`src/rtl/pipe_tap_reg_mux.sv`:
```
// pipe_tap_reg_mux: DEPTH-stage delay line with run-time output tap, per-word valid and occupancy.
// Optional feature macro PIPE_TAP_PARITY_EN adds per-stage even parity and a sticky Parity_Err output.

module pipe_tap_reg_mux_chk #(
  parameter int DEPTH = 4,
  parameter int CNT_W = 3
) (
  input logic             Clk,
  input logic             Rst,
  input logic [DEPTH-1:0] valid,
  input logic [CNT_W-1:0] occupancy
);

  // Occupancy must always equal the number of valid stages
  occ_matches_popcount: assert property (@(posedge Clk) disable iff (Rst)
    $countones(valid) == int'(occupancy));

endmodule

module pipe_tap_reg_mux #(
  parameter int  WIDTH = 18,
  parameter int  DEPTH = 4,
  localparam int SEL_W = $clog2(DEPTH + 1),
  localparam int CNT_W = $clog2(DEPTH + 1)
) (
  input  logic             Clk,
  input  logic             Rst,
  input  logic             Enable,
  input  logic             Clr,
  input  logic [WIDTH-1:0] In,
  input  logic             In_Valid,
  input  logic [SEL_W-1:0] Tap,
  output logic [WIDTH-1:0] Out,
  output logic             Out_Valid,
  output logic [CNT_W-1:0] Occupancy,
  output logic             Empty
`ifdef PIPE_TAP_PARITY_EN
  ,
  output logic             Parity_Err
`endif
);

  function automatic logic even_parity(input logic [WIDTH-1:0] d);
    return ^d;
  endfunction

  logic [WIDTH-1:0] data_r [DEPTH];
  logic [DEPTH-1:0] valid_r;
  logic [CNT_W-1:0] occ_r;
  logic [SEL_W-1:0] tap_idx_s;
  logic [WIDTH:0]   tap_vec_s [DEPTH+1];

  // Stage data/valid shift register; bubbles are stored with valid low
  always_ff @(posedge Clk or posedge Rst) begin
    if (Rst) begin
      for (int k = 0; k < DEPTH; k++) data_r[k] <= {WIDTH{1'b0}};
      valid_r <= {DEPTH{1'b0}};
    end else if (Clr) begin
      for (int k = 0; k < DEPTH; k++) data_r[k] <= {WIDTH{1'b0}};
      valid_r <= {DEPTH{1'b0}};
    end else if (Enable) begin
      data_r[0]  <= In;
      valid_r[0] <= In_Valid;
      for (int k = 1; k < DEPTH; k++) begin
        data_r[k]  <= data_r[k-1];
        valid_r[k] <= valid_r[k-1];
      end
    end
  end

  // Occupancy tracks entering minus leaving valid words; range stays 0..DEPTH
  always_ff @(posedge Clk or posedge Rst) begin
    if (Rst) begin
      occ_r <= {CNT_W{1'b0}};
    end else if (Clr) begin
      occ_r <= {CNT_W{1'b0}};
    end else if (Enable) begin
      occ_r <= occ_r + CNT_W'(In_Valid) - CNT_W'(valid_r[DEPTH-1]);
    end
  end

  // Tap mux: index 0 is the bypass, out-of-range taps clamp to the last stage
  always_comb begin
    tap_vec_s[0] = {In_Valid, In};
    for (int k = 1; k <= DEPTH; k++) begin
      tap_vec_s[k] = {valid_r[k-1], data_r[k-1]};
    end
    if (Tap > SEL_W'(DEPTH)) begin
      tap_idx_s = SEL_W'(DEPTH);
    end else begin
      tap_idx_s = Tap;
    end
    {Out_Valid, Out} = tap_vec_s[tap_idx_s];
  end

  assign Occupancy = occ_r;
  assign Empty     = (occ_r == {CNT_W{1'b0}});

`ifdef PIPE_TAP_PARITY_EN
  logic [DEPTH-1:0] par_r;
  logic             par_err_r;
  logic             par_mismatch_s;

  // Parity bits travel alongside the data they protect
  always_ff @(posedge Clk or posedge Rst) begin
    if (Rst) begin
      par_r <= {DEPTH{1'b0}};
    end else if (Clr) begin
      par_r <= {DEPTH{1'b0}};
    end else if (Enable) begin
      par_r[0] <= even_parity(In);
      for (int k = 1; k < DEPTH; k++) par_r[k] <= par_r[k-1];
    end
  end

  // Only valid stages can raise a parity error
  always_comb begin
    par_mismatch_s = 1'b0;
    for (int k = 0; k < DEPTH; k++) begin
      par_mismatch_s = par_mismatch_s | (valid_r[k] & (even_parity(data_r[k]) ^ par_r[k]));
    end
  end

  // Sticky error flag, cleared only by reset or Clr
  always_ff @(posedge Clk or posedge Rst) begin
    if (Rst) begin
      par_err_r <= 1'b0;
    end else if (Clr) begin
      par_err_r <= 1'b0;
    end else begin
      par_err_r <= par_err_r | par_mismatch_s;
    end
  end

  assign Parity_Err = par_err_r;
`endif

  pipe_tap_reg_mux_chk #(
    .DEPTH (DEPTH),
    .CNT_W (CNT_W)
  ) u_chk (
    .Clk       (Clk),
    .Rst       (Rst),
    .valid     (valid_r),
    .occupancy (occ_r)
  );

endmodule

```
`config.mk`:
```
export PLATFORM = sky130hd
export DESIGN_NAME = pipe_tap_reg_mux
export DESIGN_NICKNAME = d
export VERILOG_FILES = /design/src/rtl/pipe_tap_reg_mux.sv
export SDC_FILE = /design/constraint.sdc
export NUM_CORES = 1
export LEC_CHECK = 0
export BUFFER_PORTS_ARGS = -buffer_cell sky130_fd_sc_hd__buf_4
export CAP_MARGIN = 20
export CORE_ASPECT_RATIO = 1.1
export CORE_MARGIN = 4
export CORE_UTILIZATION = 52
export DETAILED_ROUTE_END_ITERATION = 10
export GPL_TIMING_DRIVEN = 1
export PLACE_DENSITY = 0.82
export SLEW_MARGIN = 20
export SYNTH_ARGS = -nofsm -noshare
export SYNTH_HDL_FRONTEND = slang
export SYNTH_SLANG_ARGS = --single-unit
```
`constraint.sdc`:
```
create_clock -name Clk -period 2.5 [get_ports Clk]
set_input_delay 0.375 -clock Clk [delete_from_list [all_inputs] [get_ports Clk]]
set_output_delay 0.375 -clock Clk [all_outputs]
set_load 0.03 [all_outputs]
```
## Yosys cells after proc, flatten, opt, wreduce, memory -nomap -nowiden

Cells that the tools add are included.

- Register bits after elaboration: 79
- Input port bits: 26
- Output and inout port bits: 23
- Word-level logic and storage cells: 23

- Add/sub/neg operators: 2
- $lt $le $gt $ge: 2
- Muxes and demuxes: 10
- Bitwise operators: 1
- Reduce and logical (&&, ||, !) cells: 2

Operator list:

| operator | count |
|---|---|
| two-way mux 72 bit | 2 |
| binary-select mux 19 bit (select 3 bit) | 1 |
| two-way mux 19 bit | 2 |
| two-way mux 3 bit | 3 |
| two-way mux 4 bit | 2 |
| >= comparator 4 bit, second input constant | 1 |
| NOT 3 -> 4 bit | 1 |
| adder 3 x 1 -> 3 bit | 1 |
| greater-than comparator 3 bit, second input constant | 1 |
| zero test 3 bit | 1 |
| subtractor 3 x 1 -> 3 bit | 1 |
| nonzero test 2 bit | 1 |

## Logic depth before layout (Yosys ltp)

Gate-level depths: netlist of run 1.

- Depth after elaboration: 6
- Mapped depth: 9
- Gate-level depth less buffers: 9

## Worst setup path before layout of run 1

Ideal clock, no wire load.

- Path type: input to output
- From: input port Tap[2]
- To: output port Out[0]
- Arrival: 1.786 ns
- Data required time: 2.125 ns
- Setup slack: 0.339 ns
- Stages: 5
- Path buffers: 2
- Cell sequence: nand2b_1 -> buf_6 -> buf_12 -> mux2i_1 -> a222oi_1

- Word-level cells in the longest chain between the ends: 6

RTL lines:

| element | RTL line | source |
|---|---|---|
| from (decl) | 32 | `input logic [SEL_W-1:0] Tap,` |
| greater-than comparator 3 bit | 88 | `if (Tap > SEL_W'(DEPTH)) begin` |
| two-way mux 3 bit (*) | 88 |  |
| NOT 3 -> 4 bit (implied by the code) (*) | 93 | `{Out_Valid, Out} = tap_vec_s[tap_idx_s];` |
| binary-select mux 19 bit (select 3 bit) (*) | 93 |  |
| two-way mux 19 bit (implied by the code) (*) (2 in a row) | 93 |  |
| to (decl) | 33 | `output logic [WIDTH-1:0] Out,` |

Mark *: on every way between the ends. The rest lies on a longest branch, timed or not. The select of a mux whose other input is x is not followed.

## Worst setup path in the final report of run 1

- From: input port Tap[2]
- To: output port Out[1]

The elaborated chain is that of the path after synthesis.

==> metrics.yaml, run 1 <==
yosys:
  syn_inst: 355
  ys_warn_count: 0
  syn_area_sq_um: 3951
  synth.distinct_cells: 19
  yosysSeqAreaShare_pct: 50.03
  synthTopCellsByArea: "dfrtp_1 50%, mux2i_1 29%, nor2_1 7.6%"
  syn_nets: 384
  synth_area_per_cell_sq_um: 11.13
  synth_top_area_cell: "dfrtp_1"
  synth-seq-cells: 79
  synth_top_cell_area_share_pct: 50.03
cells_and_area:
  nNetsFinal: 424
  regArea_sq_um: 1977
  diodes: 0
  mostFrequentLayoutCells: "116 x mux2i_1, 79 x dfrtp_1, 79 x nor2_1"
  drive_gt1_share_pct: 18.50
  finish.utilization_pct: 61.33
  multi_input_area_sq_um: 1748
  final_common_cell: "mux2i_1"
  syn_to_final_growth_pct: 15.36
  fillerInstances: 609
cts:
  cts_resized: 0
  htree_num_levels: 3
  clockBufferDepth: 2
  cts_sinks: 79
  worstSkewPairLatency_ns: 0.35
  cts_setup_buffers: 0
  root_buffer: "clkbuf_8"
  cts_tree: "done"
  cts_buffers: 9
  cts_hold_buf: 0
  cts.clk_slew.worst_paths_ns: 0.08
floorplanning:
  initial_core_util_pct: 53.16
  fp-row-count: 33
  ios: 49
  core_area_sq_um: 7432
  die_h_um: 99.43
  dieArea_sq_um: 9059
  die_w_um: 91.12
routing:
  avgRoutedWirePerCell_um: 16.81
  drc_errors: 0
  vias: 2792
  viasPerCell: 5.733
  dr.pass1.iters: 6
  finalWirelength_um: 8185
  ant_nets: 0
  drt-initial-drc-count: 242
placement:
  gp_congestion: 0.7082
  numPortBuffers: 48
  place_hpwl_um: 5053
critical_path:
  arrival_ns: 1.98
  startpoint: "Tap[2]"
  rr_startpoint: "Occupancy[0]$_DFFE_PP0P_"
  end_kind: "output pin"
  worstSetupStartpointType: "primary input"
  criticalPathCategory: "in -> out"
  required_ns: 2.12
  critPathMaxFanout: 21
flow_run:
  drv_cap: 0
pwr:
  peakVddDrop_v: 0.0002641
  total_leakage_power_nw: 2.413
  powerDensity_nw_per_um2: 588.3
  seqPwrFrac_pct: 50.2
  intPower_mw: 1.944
  swShare_pct: 27.53
  p_switching_uw: 738.2
  combPwrFrac_pct: 15.5
  clkPwrFrac_pct: 34.3
sta:
  rsz0062_at_grt: "no"
  max_slew_margin_pct: 35.78
  hold_violations: 0
  finalCriticalPeriod_ns: 2.352
  worstMarginPinSlew_ns: 0.9589
  timing.fmax_ghz: 0.4252
  setup_tns_ns: 0
  setup_viol: 0
  skew_ns: 0.006192
  fin_crit_sh_pct: 94.07
  finalMaxSlewViolations: 0
  holdWs_ns: 0.1161
grt:
  grt_max_degree: 81
  grt_pass1_vias: 2811
  grt_first_pass_wirelength_um: 13940
  grt_use_met3_pct: 3.707
  grtUsageTotal_pct: 19.02
  grtUsageMet1_pct: 26.28
  overflow: 0
  met2_usage_pct: 30.63
  top_usage_layer: "met2"
  grt_antenna_before_repair: 0
status:
  status: "complete, no violations"
min_path:
  worstHoldPathType: "in -> async"
[synthesized netlist by cell type]
cell      instances
nand2b_1          2
nor3_1            1
a21oi_1           1
nor2_1           80
ha_1              2
buf_1             1
fa_1              1
nor2b_1           1
a222oi_1         19
buf_4             1
dfrtp_1          79
xor2_1            1
mux2i_1         116
a31o_1            1
buf_12            1
buf_2            10
inv_1            24
clkbuf_1         13
buf_6             1
[kinds of logic (layout without fill, tap and decap cells)]
logic type / count (synthesis) / in the layout / synth area share, %
AO/OA/AOI/OAI: 21 / 21 / 5.161
XOR/XNOR: 1 / 1 / 0.2217
adder cells (fa/ha/maj): 3 / 3 / 1.140
buffers and inverters: 51 / 96 / 5.858
flip-flops: 79 / 79 / 50.03
multiplexers: 116 / 116 / 29.39
AND/OR/NAND/NOR: 84 / 84 / 8.201
[stage by stage]
| step | instances | worst slack [ns] | cell area, sq um | power [mW] |
|---|---|---|---|---|
| floorplan | 355 | 0.1016 | 3951 | 1.651 |
| CTS | 487 | 0.1296 | 4556 | 2.700 |
| detailed placement | 471 | 0.1375 | 4367 | 1.788 |
| finish | 487 | 0.1481 | 4558 | 2.682 |
| global placement | 471 | 0.1465 | 4367 | 1.779 |
| global route | 487 | 0.1006 | 4558 | 2.799 |
[flip-flops by register name (all words and copies together) (netlist names)]
register and count:
valid_r 4, Occupancy 3, data_r 72
[power groups by stage]
stage | registers (mW) | logic [mW] | clock network, mW
floorplan | 1.37 | 0.283 | 0
global placement | 1.37 | 0.411 | 0
detailed placement | 1.37 | 0.418 | 0
CTS | 1.35 | 0.419 | 0.935
global route | 1.35 | 0.452 | 0.995
finish | 1.35 | 0.416 | 0.921
[worst max-delay path: stages]
cell,delay [ns]
buf_4,0.09
buf_4,0.27
nand2b_1,0.18
buf_4,0.28
mux2i_1,0.12
a222oi_1,0.41
buf_4,0.24
[area by class of cell]
class,instances,share of cell area [%]
multi-input cells,225,38.35
inverters,24,1.976
clock inverters,6,1.345
repair buffers,56,9.772
flip-flops and latches,79,43.37
well taps,87,2.388
clock buffers,10,2.800
[routing by layer]
layer / up-vias / wire length (um)
li1: 1308 / -
met1: 1401 / 3649
met3: 5 / 382
met4: 0 / 34
met5: - / 0
met2: 78 / 4119
[path summary, 6_finish.rpt]
path	to	slack, ns	cells past startpoint
max reg2reg	Occupancy[2]$_DFFE_PP0P_	0.52	9
max in group asynchronous	data_r[13]$_DFFE_PP0P_	2.05	3
min in group Clk	data_r[71]$_DFFE_PP0P_	0.28	3
min reg2reg	data_r[10]$_DFFE_PP0P_	0.53	2
min	data_r[6]$_DFFE_PP0P_	0.12	3
max	Out[1]	0.15	7
Note: power is estimated with default switching activity, not from simulation.
==> inputs of run 2 (changes only) <==
--- a/config.mk
+++ b/config.mk
@@ -12,7 +12,7 @@
 export CORE_UTILIZATION = 52
 export DETAILED_ROUTE_END_ITERATION = 10
 export GPL_TIMING_DRIVEN = 1
-export PLACE_DENSITY = 0.82
+export PLACE_DENSITY = 0.83
 export SLEW_MARGIN = 20
 export SYNTH_ARGS = -nofsm -noshare
 export SYNTH_HDL_FRONTEND = slang
==> run 2 against run 1 <==
Register-to-register slack better by 0.08 ns; sequential power about the same; first-iteration DRC count up 15%; count of clock-buffer cells in the layout up 1; global-route usage about the same; power up 5.5%; design area up 1.4%; setup slack better by 0.27 ns; via count down 1.6%; sequential share of layout area down 0.59 points; critical endpoint is now Out[8]; largest cell class unchanged.
==> metrics.yaml, run 2 (synthesized netlist as in run 1, its figures left out) <==
status:
  status: "complete, no violations"  # unchanged
cells_and_area:
  diodes: 0  # unchanged
  regMostFlops: "data_r"  # unchanged
  nNetsFinal: 427  # was 424
  syn_to_final_growth_pct: 16.94  # was 15.36%
  mostFrequentLayoutCells: "116 x mux2i_1, 80 x nor2_1, 79 x dfrtp_1"  # was 116 x mux2i_1, 79 x dfrtp_1, 79 x nor2_1
  final_common_cell: "mux2i_1"  # unchanged
  drive_gt1_share_pct: 19.11  # was 18.50%
  largest_reg_flops: 72  # unchanged
cts:
  cts_tree: "done"  # unchanged
  cts_hold_buf: 0  # unchanged
  worstSkewPairLatency_ns: 0.35  # about the same
  htree_num_levels: 3  # unchanged
  cts_resized: 0  # unchanged
  root_buffer: "clkbuf_8"  # unchanged
  cts_sinks: 79  # unchanged
  cts_setup_buffers: 0  # unchanged
  cts_buffers: 9  # unchanged
  clockBufferDepth: 2  # unchanged
  cts.clk_slew.worst_paths_ns: 0.08  # about the same
critical_path:
  required_ns: 2.12  # about the same
  worstSetupStartpointType: "primary input"  # unchanged
  criticalPathCategory: "in -> out"  # unchanged
  end_kind: "output pin"  # unchanged
  arrival_ns: 1.70  # was 1.98 ns
  critPathMaxFanout: 19  # was 21
grt:
  grtUsageTotal_pct: 19.03  # was 19.02%
  grt_antenna_before_repair: 0  # unchanged
  grt_first_pass_wirelength_um: 13860  # was 13940 um
  overflow: 0  # unchanged
  grt_max_degree: 56  # was 81
  grt_pass1_vias: 2910  # was 2811
routing:
  drc_errors: 0  # unchanged
  viasPerCell: 5.608  # was 5.733
  avgRoutedWirePerCell_um: 16.63  # was 16.81 um
  ant_nets: 0  # unchanged
  drt-initial-drc-count: 278  # was 242
  finalWirelength_um: 8150  # was 8185 um
  vias: 2748  # was 2792
  dr.pass1.iters: 8  # was 6
floorplanning:
  die_w_um: 91.12  # unchanged
  fp-row-count: 33  # unchanged
  ios: 49  # unchanged
  core_area_sq_um: 7432  # unchanged
  die_h_um: 99.43  # unchanged
  dieArea_sq_um: 9059  # unchanged
  initial_core_util_pct: 53.16  # unchanged
sta:
  setup_tns_ns: 0  # unchanged
  finalMaxSlewViolations: 0  # unchanged
  finalCriticalPeriod_ns: 2.078  # was 2.352 ns
  setup_viol: 0  # unchanged
  timing.fmax_ghz: 0.4813  # was 0.4252 GHz
  hold_violations: 0  # unchanged
  max_slew_margin_pct: 33.43  # was 35.78%
  rsz0062_at_grt: "no"  # unchanged
  fin_crit_sh_pct: 83.10  # was 94.07%
  holdWs_ns: 0.1004  # was 0.1161 ns
  skew_ns: 0.01088  # was 0.006192 ns
  worstMarginPinSlew_ns: 0.9940  # was 0.9589 ns
pwr:
  p_total_mw: 2.829  # was 2.682 mW
  peakVddDrop_v: 0.0002911  # was 0.0002641 V
  powerDensity_nw_per_um2: 612.3  # was 588.3 nW/um^2
  total_leakage_power_nw: 2.444  # was 2.413 nW
placement:
  place_hpwl_um: 5204  # was 5053 um
  numPortBuffers: 48  # unchanged
  gp_congestion: 0.7492  # was 0.7082
min_path:
  worstHoldPathType: "in -> async"  # unchanged
flow_run:
  drv_cap: 0  # unchanged
==> run 2: cell types whose count changed in the layout (fill, tap and decap cells not counted), sizes merged <==
cell and change:
buf +3, bufinv +1, clkbuf +1, clkinv -3, clkinvlp +1
==> run 2: through the flow <==
stage | utilization, % | std cells | cell area (sq um) | setup WS [ns]
after global routing | 62.17 | 490 | 4621 | 0.3334
after floorplan | - | 355 | 3951 | 0.1016
final | 62.17 | 490 | 4621 | 0.4225
after CTS | 62.17 | 490 | 4621 | 0.4196
after global placement | 59.06 | 474 | 4389 | 0.4553
after detailed placement | 59.06 | 474 | 4389 | 0.4337
==> run 2: final cells by class <==
| class | count | area (sq um) |
|---|---|---|
| clock buffers | 11 | 151.4 |
| clock inverters | 5 | 80.08 |
| fillers | 596 | 2811 |
| inverters | 24 | 90.09 |
| multi-input cells | 225 | 1745 |
| flip-flops and latches | 79 | 1977 |
| well taps | 87 | 108.9 |
| repair buffers | 59 | 467.9 |
==> run 2: critical path: stages <==
cell,delay [ns]
buf_4,0.12
nor2b_2,0.77
a222oi_1,0.20
buf_4,0.24
==> run 2: worst paths after layout <==
| check | startpoint | to | slack [ns] | cells after the start |
|---|---|---|---|---|
| max | Tap[2] | Out[8] | 0.42 | 4 |
| min | Rst | data_r[46]$_DFFE_PP0P_ | 0.10 | 2 |
| max reg2reg | Occupancy[0]$_DFFE_PP0P_ | Occupancy[2]$_DFFE_PP0P_ | 0.60 | 9 |
| min reg2reg | data_r[0]$_DFFE_PP0P_ | data_r[0]$_DFFE_PP0P_ | 0.53 | 2 |
| max in group asynchronous | Rst | data_r[5]$_DFFE_PP0P_ | 1.61 | 3 |
| min in group Clk | In[1] | data_r[55]$_DFFE_PP0P_ | 0.28 | 3 |
==> run 2: where the power goes <==
group,switching [mW],internal [mW]
clock,0.453,0.615
sequential,0.0304,1.31
combinational,0.243,0.173
total,0.727,2.10
==> run 2: layer usage <==
metal / global-route usage, % / up-vias / part of all wire [%]
li1: - / 1320 / -
met1: 24.31 / 1358 / 44
met2: 31.82 / 55 / 50
met3: 3.631 / 15 / 3.8
met4: 8.121 / 0 / 2.2
met5: 0 / - / 0
